==> config.mk <==
export PLATFORM = sky130hd
export DESIGN_NAME = layer_output_serializer_flat
export DESIGN_NICKNAME = d
export VERILOG_FILES = /design/src/rtl/layer_output_serializer_if.sv /design/src/rtl/layer_output_serializer.sv /design/src/flat_wrapper.sv
export SDC_FILE = /design/constraint.sdc
export NUM_CORES = 1
export LEC_CHECK = 0
export ABC_AREA = 0
export CAP_MARGIN = 25
export CORE_AREA = 2 2 214 216
export DETAILED_ROUTE_END_ITERATION = 6
export DIE_AREA = 0 0 216 218
export HOLD_SLACK_MARGIN = 0.03
export PLACE_DENSITY = 0.74
export SYNTH_ARGS = -nofsm -noshare
export SYNTH_HDL_FRONTEND = slang
export SYNTH_SLANG_ARGS = --single-unit
==> constraint.sdc <==
create_clock -name clk -period 5.69 [get_ports clk]
set_clock_uncertainty 0.15 [all_clocks]
set_input_delay 0.569 -clock clk [delete_from_list [all_inputs] [get_ports clk]]
set_output_delay 0.569 -clock clk [all_outputs]
set_load 0.03 [all_outputs]
==> src/rtl/layer_output_serializer_if.sv <==
// Parallel neuron-result capture bus and serial replay stream between two FC layers.
// master drives the neuron outputs and observes the stream; slave is the serializer.
interface layer_output_serializer_if #(
  parameter int neuronCount = 30,
  parameter int dataWidth   = 16
);
  logic [neuronCount*dataWidth-1:0] neuronOutputs;
  logic [neuronCount-1:0]           neuronOutputsValid;
  logic [dataWidth-1:0]             serialOut;
  logic                             serialOutValid;
  logic                             busy;
  logic                             overrunError;
  logic                             syncError;
  logic [15:0]                      frameCount;

  modport master (
    output neuronOutputs, neuronOutputsValid,
    input  serialOut, serialOutValid, busy, overrunError, syncError, frameCount
  );

  modport slave (
    input  neuronOutputs, neuronOutputsValid,
    output serialOut, serialOutValid, busy, overrunError, syncError, frameCount
  );
endinterface

==> src/rtl/layer_output_serializer.sv <==
// Captures all neuron outputs of a layer and replays them one word per cycle, word 0 first after 1 cycle.
// No backpressure: captures arriving mid-frame are dropped and flagged; a GAP cycle always separates frames.
module layer_output_serializer #(
  parameter int neuronCount = 30,
  parameter int dataWidth   = 16
) (
  input logic                     clk,
  input logic                     rst,
  layer_output_serializer_if.slave bus
);
  localparam int busWidth = neuronCount * dataWidth;
  localparam int cntWidth = (neuronCount > 1) ? $clog2(neuronCount) : 1;
  localparam logic [cntWidth-1:0] lastIdx = cntWidth'(neuronCount - 1);

  typedef enum logic [1:0] {
    IDLE  = 2'd0,
    SHIFT = 2'd1,
    GAP   = 2'd2
  } state_t;

  state_t              state;
  logic [busWidth-1:0] buffer;
  logic [cntWidth-1:0] counter;
  logic                overrunError;
  logic                syncError;
  logic [15:0]         frameCount;

  logic capture;
  logic partial;

  assign capture = &bus.neuronOutputsValid;
  assign partial = (|bus.neuronOutputsValid) & ~capture;

  always_ff @(posedge clk) begin
    if (rst) begin
      state        <= IDLE;
      buffer       <= '0;
      counter      <= '0;
      overrunError <= 1'b0;
      syncError    <= 1'b0;
      frameCount   <= 16'd0;
    end else begin
      if (partial) begin
        syncError <= 1'b1;
      end
      unique case (state)
        IDLE: begin
          if (capture) begin
            buffer  <= bus.neuronOutputs;
            counter <= '0;
            state   <= SHIFT;
          end
        end
        SHIFT: begin
          // The frame in flight is never disturbed; a new capture is only recorded as an overrun.
          if (capture) begin
            overrunError <= 1'b1;
          end
          buffer <= buffer >> dataWidth;
          if (counter == lastIdx) begin
            state      <= GAP;
            frameCount <= frameCount + 16'd1;
          end else begin
            counter <= counter + cntWidth'(1);
          end
        end
        GAP: begin
          if (capture) begin
            buffer  <= bus.neuronOutputs;
            counter <= '0;
            state   <= SHIFT;
          end else begin
            state <= IDLE;
          end
        end
        default: begin
          state <= IDLE;
        end
      endcase
    end
  end

  // Stream outputs depend only on registered state so downstream sees no input-to-output path.
  assign bus.serialOutValid = (state == SHIFT);
  assign bus.serialOut      = (state == SHIFT) ? buffer[dataWidth-1:0] : '0;
  assign bus.busy           = (state == SHIFT) || (state == GAP);
  assign bus.overrunError   = overrunError;
  assign bus.syncError      = syncError;
  assign bus.frameCount     = frameCount;
endmodule

==> src/flat_wrapper.sv <==
// flat-port wrapper written by rule: the top's interface ports become plain ports
module layer_output_serializer_flat 
#(
  parameter int neuronCount = 30,
  parameter int dataWidth   = 16
)
  (clk, rst, bus_neuronOutputs, bus_neuronOutputsValid, bus_serialOut, bus_serialOutValid, bus_busy, bus_overrunError, bus_syncError, bus_frameCount);
  layer_output_serializer_if #(.neuronCount(neuronCount), .dataWidth(dataWidth)) bus_i ();
  input logic clk;
  input logic rst;
  input wire logic [$bits(bus_i.neuronOutputs)-1:0] bus_neuronOutputs;
  input wire logic [$bits(bus_i.neuronOutputsValid)-1:0] bus_neuronOutputsValid;
  output wire logic [$bits(bus_i.serialOut)-1:0] bus_serialOut;
  output wire logic [$bits(bus_i.serialOutValid)-1:0] bus_serialOutValid;
  output wire logic [$bits(bus_i.busy)-1:0] bus_busy;
  output wire logic [$bits(bus_i.overrunError)-1:0] bus_overrunError;
  output wire logic [$bits(bus_i.syncError)-1:0] bus_syncError;
  output wire logic [$bits(bus_i.frameCount)-1:0] bus_frameCount;
  assign bus_i.neuronOutputs = bus_neuronOutputs;
  assign bus_i.neuronOutputsValid = bus_neuronOutputsValid;
  assign bus_serialOut = bus_i.serialOut;
  assign bus_serialOutValid = bus_i.serialOutValid;
  assign bus_busy = bus_i.busy;
  assign bus_overrunError = bus_i.overrunError;
  assign bus_syncError = bus_i.syncError;
  assign bus_frameCount = bus_i.frameCount;
  layer_output_serializer #(.neuronCount(neuronCount), .dataWidth(dataWidth)) u_core (.clk(clk), .rst(rst), .bus(bus_i));
endmodule
==> flow_summary.json, run 1 <==
{
  "ir_worst_vdd_v": 0.000238,
  "synthFlopType": "dfxtp_1",
  "min-delay-start": "u_core.buffer[466]",
  "status": "finished clean",
  "die_h_um": 218,
  "cp-start-kind": "flip-flop",
  "clkLatencyLatePin_ps": 590,
  "ys_warn_count": 0,
  "cts_sinks": 505,
  "cts_tree": "built",
  "use_met3_pct": 7.74,
  "ios": 548,
  "io_buffers": 547,
  "area_growth_pct": 37.9,
  "synth_fp_nets": 2287,
  "nNetsFinal": 2740,
  "drv_cap": 0,
  "synth_area_mm2": 0.0197,
  "fp.dieW_um": 216,
  "synth_edf_count": 0,
  "coreArea_mm2": 0.0449,
  "rows": 78,
  "critical_path_arrival_ps": 2770,
  "gr-total-overflow": 0,
  "synth_top_area_cell": "dfxtp_1",
  "die-area_mm2": 0.0471,
  "p_total_uw": 7610,
  "required_ps": 4970,
  "rsz0062_at_grt": "no",
  "place.gp.congestion": 0.919,
  "cts.hold.buffers_added": 0,
  "synth_area_leaders": "dfxtp_1 (51%), a221o_1 (24%), and2_1 (15%), buf_2 (1.8%), buf_6 (1.1%)",
  "vias_per_cell": 5.67,
  "internal_power_uw": 6000,
  "hold_path_depth": 1,
  "finalInstanceArea_mm2": 0.0271,
  "dpl.hpwl_mm": 42.8,
  "regToRegStartpoint": "u_core.state[1]",
  "critPathKind": "reg -> out",
  "drtIter0Drc": 1457,
  "cts_buffers": 52,
  "antenna_found_initial": 20,
  "avgSynthCellArea_um2": 11.1,
  "power.switching_uw": 1600,
  "use_met2_pct": 40.8,
  "seq_area_mm2": 0.0101,
  "postRouteAntennaNets": 0,
  "async_flop_share_pct": 0,
  "min_path_type": "reg -> reg",
  "track_usage_pct": 25.2,
  "tightest_slew_ps": 1000,
  "post-route-period-util_pct": 61.3,
  "firstDrtPassIters": 5,
  "num_vias": 16300,
  "synth-seq-cells": 505,
  "slew_viol_final": 0,
  "fmax_ghz": 0.287,
  "setup_viol": 0,
  "routed_wirelength_mm": 62.2,
  "drive_gt1_share_pct": 4.91,
  "p_comb_share_pct": 5.9,
  "met1_usage_pct": 31.2,
  "final.setup.tns_ps": 0,
  "start_util_pct": 43.8,
  "relSlewSlack_pct": 33.3,
  "cts_root_buf": "clkbuf_16",
  "grt_max_degree": 236,
  "cts-htree-levels": 2,
  "crit_fanout": 26,
  "synth_seq_area_share_pct": 51.4,
  "cellPowerDensity_mw_per_mm2": 281,
  "dp_slack_ps": 1870,
  "seqPwrFrac_pct": 46.5,
  "grt_pass1_wl_mm": 93.8,
  "n_fill_cell": 3667,
  "placed_area_mm2": 0.0252,
  "fin_crit_ps": 3490,
  "grt_pass1_vias": 16300,
  "wl_per_cell_um": 21.6,
  "p_leak_uw": 0.0105,
  "clk_pin_slew_ps": 60,
  "netSwitchingFraction_pct": 21.1,
  "syn_inst": 1767,
  "busiest_layer": "met2",
  "yosysUniqueCellTypes": 36,
  "r2r_cells": 8,
  "synth.top_cell.area_share_pct": 51.4,
  "post_cts.repair.setup_buffers": 0,
  "pwr-share-clk_pct": 47.6,
  "clockBufferDepth": 3,
  "post_cts_resized": 0,
  "reg2reg_to": "u_core.buffer[81]",
  "drc_errors": 0,
  "critPathLaunch": "u_core.state[1]",
  "hold_viol_final": 0,
  "end_kind": "primary output",
  "min_to": "u_core.buffer[466]",
  "multi_input_area_mm2": 0.00865,
  "r2r_slack_ps": 2550,
  "fin_ws_ps": 2200
}
## area by class of cell
class | count | share of cell area [%]
Timing Repair Buffer | 562 | 21.1
Sequential cell | 505 | 37.3
Tap cell | 600 | 2.77
Clock inverter | 23 | 1.09
Multi-Input combinational cell | 1091 | 31.9
Clock buffer | 73 | 5.65
Inverter | 8 | 0.111
Antenna cell | 14 | 0.129
## cell usage in the layout, fill, tap and decap left out, drive strengths merged
master,n
clkdlybuf4s50,547
dfxtp,505
and2,480
a221o,464
clkbuf,73
nor2,17
a22o,16
buf,15
diode,14
a21oi,14
nor4,13
nand4,12
nand3,10
xnor2,10
inv,10
clkinv,9
nand2,8
o21ai,8
ha,8
nor3,7
clkinvlp,6
bufinv,6
or3,4
and4,3
a21o,3
nor2b,2
xor2,2
a31oi,2
o21ba,1
or2,1
nand2b,1
o2bb2ai,1
and3,1
nor3b,1
a21bo,1
or4,1
## Yosys cell counts, types with 2 or more instances
| library cell | instances |
|---|---|
| a21oi_1 | 14 |
| buf_6 | 20 |
| clkbuf_1 | 60 |
| or3_1 | 4 |
| buf_2 | 72 |
| nand2_1 | 8 |
| buf_4 | 10 |
| xor2_1 | 2 |
| and2_1 | 480 |
| nor4_4 | 2 |
| and4_1 | 3 |
| nand4_1 | 12 |
| a21o_1 | 3 |
| nor4_1 | 10 |
| a22o_1 | 16 |
| dfxtp_1 | 505 |
| nor3_1 | 7 |
| xnor2_1 | 10 |
| a31oi_1 | 2 |
| a221o_1 | 464 |
| nand3_1 | 10 |
| nor2b_1 | 2 |
| inv_1 | 8 |
| nor2_1 | 17 |
| ha_1 | 8 |
| o21ai_0 | 8 |
## cells by family (layout without fill, tap and decap cells)
group / count (synthesis) / count (layout) / synth area share, %
buffers and inverters: 171 / 666 / 4.68
xor gates and xnor gates: 12 / 12 / 0.534
DFF: 505 / 505 / 51.4
and+or+nand+nor: 561 / 561 / 17.7
other: 0 / 14 / 0
adders and majority gates: 8 / 8 / 0.509
AOI/OAI and AO/OA: 510 / 510 / 25.2
## how the worst max path moves through the flow
stage / slack (ps) / cells after the start / to
floorplan: 3240 / 8 / u_core.buffer[319]
global placement: 1940 / 5 / u_core.buffer[150]
detailed placement: 1870 / 5 / u_core.buffer[120]
CTS: 2190 / 4 / bus_serialOut[6]
global route: 2070 / 4 / bus_serialOut[11]
finish: 2200 / 4 / bus_serialOut[6]
## routing by layer
metal | up-vias | share of wire [%]
li1 | 7701 | -
met3 | 126 | 8.2
met1 | 7869 | 41
met2 | 594 | 47
met4 | 14 | 3.7
met5 | - | 0.16
## worst max-delay path, cell delays in order (launching register included)
cell	delay, ps
dfxtp_1	330
inv_1	140
ha_1	780
and2_1	230
clkdlybuf4s50_1	700
## power by group through the flow
stage | Combinational (uW) | Sequential (uW) | Clock (uW)
final | 450 | 3530 | 3620
after global placement | 441 | 3610 | 0
after detailed placement | 445 | 3610 | 0
after floorplan | 66.3 | 3610 | 0
after global routing | 473 | 3530 | 3820
after CTS | 448 | 3530 | 3680
## state kept, by name, summed over array words and instances (netlist names)
name                     flops
u_core.buffer              480
u_core.bus.frameCount       16
u_core.counter               5
u_core.state                 2
u_core.bus.overrunError      1
u_core.bus.syncError         1
## through the flow
step / hold slack, ps / utilization (%) / cells
5_1_grt: 334 / 60.4 / 2873
3_3_place_gp: 302 / 56.2 / 2765
6_report: 324 / 60.4 / 2876
4_1_cts: 326 / 60.3 / 2861
3_5_place_dp: 310 / 56.2 / 2765
2_1_floorplan: 290 / - / 1767
Note: power is estimated with default switching activity, not from simulation.
==> inputs of run 2 (changes only) <==
Clock period 5.69 ns to 3.5 ns, I/O delays scaled along.
==> run 2 against run 1 <==
Net effect: core utilization is 0.62 points higher; critical endpoint unchanged; register-to-register slack got worse by 1900 ps; global-route usage grew 0.28 points; critical path depth unchanged; non-clock buffer count grew 27; power rose by 62%; highest routed layer unchanged; sequential power is 63% higher; cell count grew 0.83%.
==> flow_summary.json, run 2 (synthesis results as in run 1) <==
{
  "end_kind": "primary output",
  "cts_sinks": 505,
  "largest_register_ffs": 480,
  "slew_viol_final": 0,
  "coreArea_mm2": 0.0449,
  "hold_viol_final": 0,
  "gr-total-overflow": 0,
  "postRouteAntennaNets": 0,
  "status": "finished clean",
  "num_vias": 16500,
  "critPathKind": "reg -> out",
  "firstDrtPassIters": 5,
  "antenna_found_initial": 23,
  "cts-htree-levels": 2,
  "cts_root_buf": "clkbuf_16",
  "critical_path_arrival_ps": 2600,
  "reg_top3": "u_core.buffer: 480 flops, u_core.bus.frameCount: 16 flops, u_core.counter: 5 flops",
  "track_usage_pct": 25.5,
  "rows": 78,
  "ios": 548,
  "min-delay-start": "bus_neuronOutputs[467]",
  "drt-met1-wl_mm": 25.5,
  "fp.dieW_um": 216,
  "grt_pass1_vias": 16500,
  "rsz0062_at_grt": "no",
  "wl_per_cell_um": 21.7,
  "fin_crit_ps": 3100,
  "required_ps": 3000,
  "die_h_um": 218,
  "drtIter0Drc": 1301,
  "regToRegStartpoint": "u_core.state[0]",
  "whs_ps": 217,
  "hold_path_depth": 2,
  "clk_pin_slew_ps": 60,
  "setup_viol": 0,
  "place.gp.congestion": 0.897,
  "cts_tree": "built",
  "layout_common_cells": "clkdlybuf4s50_1 (547), dfxtp_1 (505), and2_1 (480), a221o_1 (464), clkbuf_16 (53)",
  "reg2reg_to": "u_core.buffer[387]",
  "r2r_slack_ps": 680,
  "post_cts_resized": 0,
  "p_leak_uw": 0.0107,
  "routed-wl-met3_mm": 5.15,
  "fmax_ghz": 0.322,
  "highest_layer": "met5",
  "cts_buffers": 52,
  "slowest_delay_ps": 690,
  "slowest_stage": "clkdlybuf4s50_1",
  "drive_gt1_share_pct": 5.78,
  "drc_errors": 0,
  "cts.hold.buffers_added": 0,
  "ir_worst_vdd_v": 0.000434,
  "drv_cap": 0,
  "dpl.hpwl_mm": 44.9,
  "cp-start-kind": "flip-flop",
  "min_to": "u_core.buffer[467]",
  "area_growth_pct": 39.3,
  "grt_max_degree": 90,
  "r2r_cells": 7,
  "io_buffers": 547,
  "tightest_slew_ps": 804,
  "largest-register": "u_core.buffer",
  "critPathLaunch": "u_core.state[1]",
  "cellPowerDensity_mw_per_mm2": 449,
  "clkLatencyLatePin_ps": 580,
  "post-route-period-util_pct": 88.6,
  "path_cells": "inv_1 -> ha_1 -> and2_1 -> clkdlybuf4s50_1",
  "die-area_mm2": 0.0471,
  "crit_fanout": 20,
  "n_fill_cell": 3665,
  "route.met2.wl_mm": 29.8,
  "min_path_type": "in -> reg",
  "relSlewSlack_pct": 46.4,
  "nNetsFinal": 2767,
  "final.setup.tns_ps": 0,
  "routed_wirelength_mm": 63.0,
  "vias_per_cell": 5.69,
  "clockBufferDepth": 3,
  "start_util_pct": 43.8,
  "post_cts.repair.setup_buffers": 0,
  "layout_commonest_cell": "clkdlybuf4s50_1",
  "grt_pass1_wl_mm": 94.3
}
## run 2: changes by cell type in the layout (fill, tap and decap cells not counted)
cell	delta
clkbuf_8	-2
diode_2	+3
clkinv_4	+2
clkinvlp_4	-6
buf_4	+18
inv_6	-2
buf_16	-1
clkinv_2	+1
buf_12	+10
bufinv_16	+1
## run 2: area by class of cell
cell class / instances / area, um^2 / share of cell area, %
Antenna cell: 17 / 42.5 / 0.155
Clock buffer: 71 / 1500 / 5.49
Clock inverter: 19 / 285 / 1.04
Inverter: 8 / 30.0 / 0.110
Multi-Input combinational cell: 1091 / 8650 / 31.6
Sequential cell: 505 / 10100 / 36.9
Tap cell: 600 / 751 / 2.74
Timing Repair Buffer: 589 / 6030 / 22.0
## run 2: where the power goes
part | switching [uW] | internal [uW]
registers | 0.290 | 5750
logic | 223 | 519
clock network | 2300 | 3510
## run 2: worst max-delay path: cells and delay by family (launching register included)
family / cells / cell delay [ps]
AND/OR/NAND/NOR: 1 / 220
flip-flops: 1 / 340
buffers and inverters: 2 / 830
adder cells (fa/ha/maj): 1 / 620
## run 2: worst max-delay path by stage
| stage | depth (start not counted) | slack, ps | end |
|---|---|---|---|
| finish | 4 | 400 | bus_serialOut[6] |
| global route | 4 | 300 | bus_serialOut[6] |
| CTS | 4 | 390 | bus_serialOut[6] |
| detailed placement | 7 | 350 | u_core.buffer[418] |
| global placement | 8 | 370 | u_core.buffer[84] |
| floorplan | 9 | 1160 | u_core.buffer[319] |
## run 2: layer usage
metal  global-route usage (%)  vias up
li1                         -     7757
met1                     30.8     7993
met2                     41.7      608
met3                     7.25      127
met4                     12.7       12
met5                        0        -
## run 2: through the flow
stage / utilization [%] / setup slack (ps) / total power [uW] / std cells / instance area [um^2]
detailed placement: 56.9 / 354 / 6610 / 2793 / 25600
floorplan: - / 1160 / 5980 / 1767 / 19700
global route: 61.0 / 301 / 12700 / 2899 / 27400
finish: 61.0 / 397 / 12300 / 2900 / 27400
global placement: 56.9 / 375 / 6610 / 2793 / 25600
CTS: 60.9 / 387 / 12400 / 2883 / 27400
==> inputs of run 3 (changes only) <==
Settings changed: CTS_CLUSTER_SIZE set to 25.
==> results of run 3 <==
The final DEF is identical to that of run 2; final timing and power are the same.
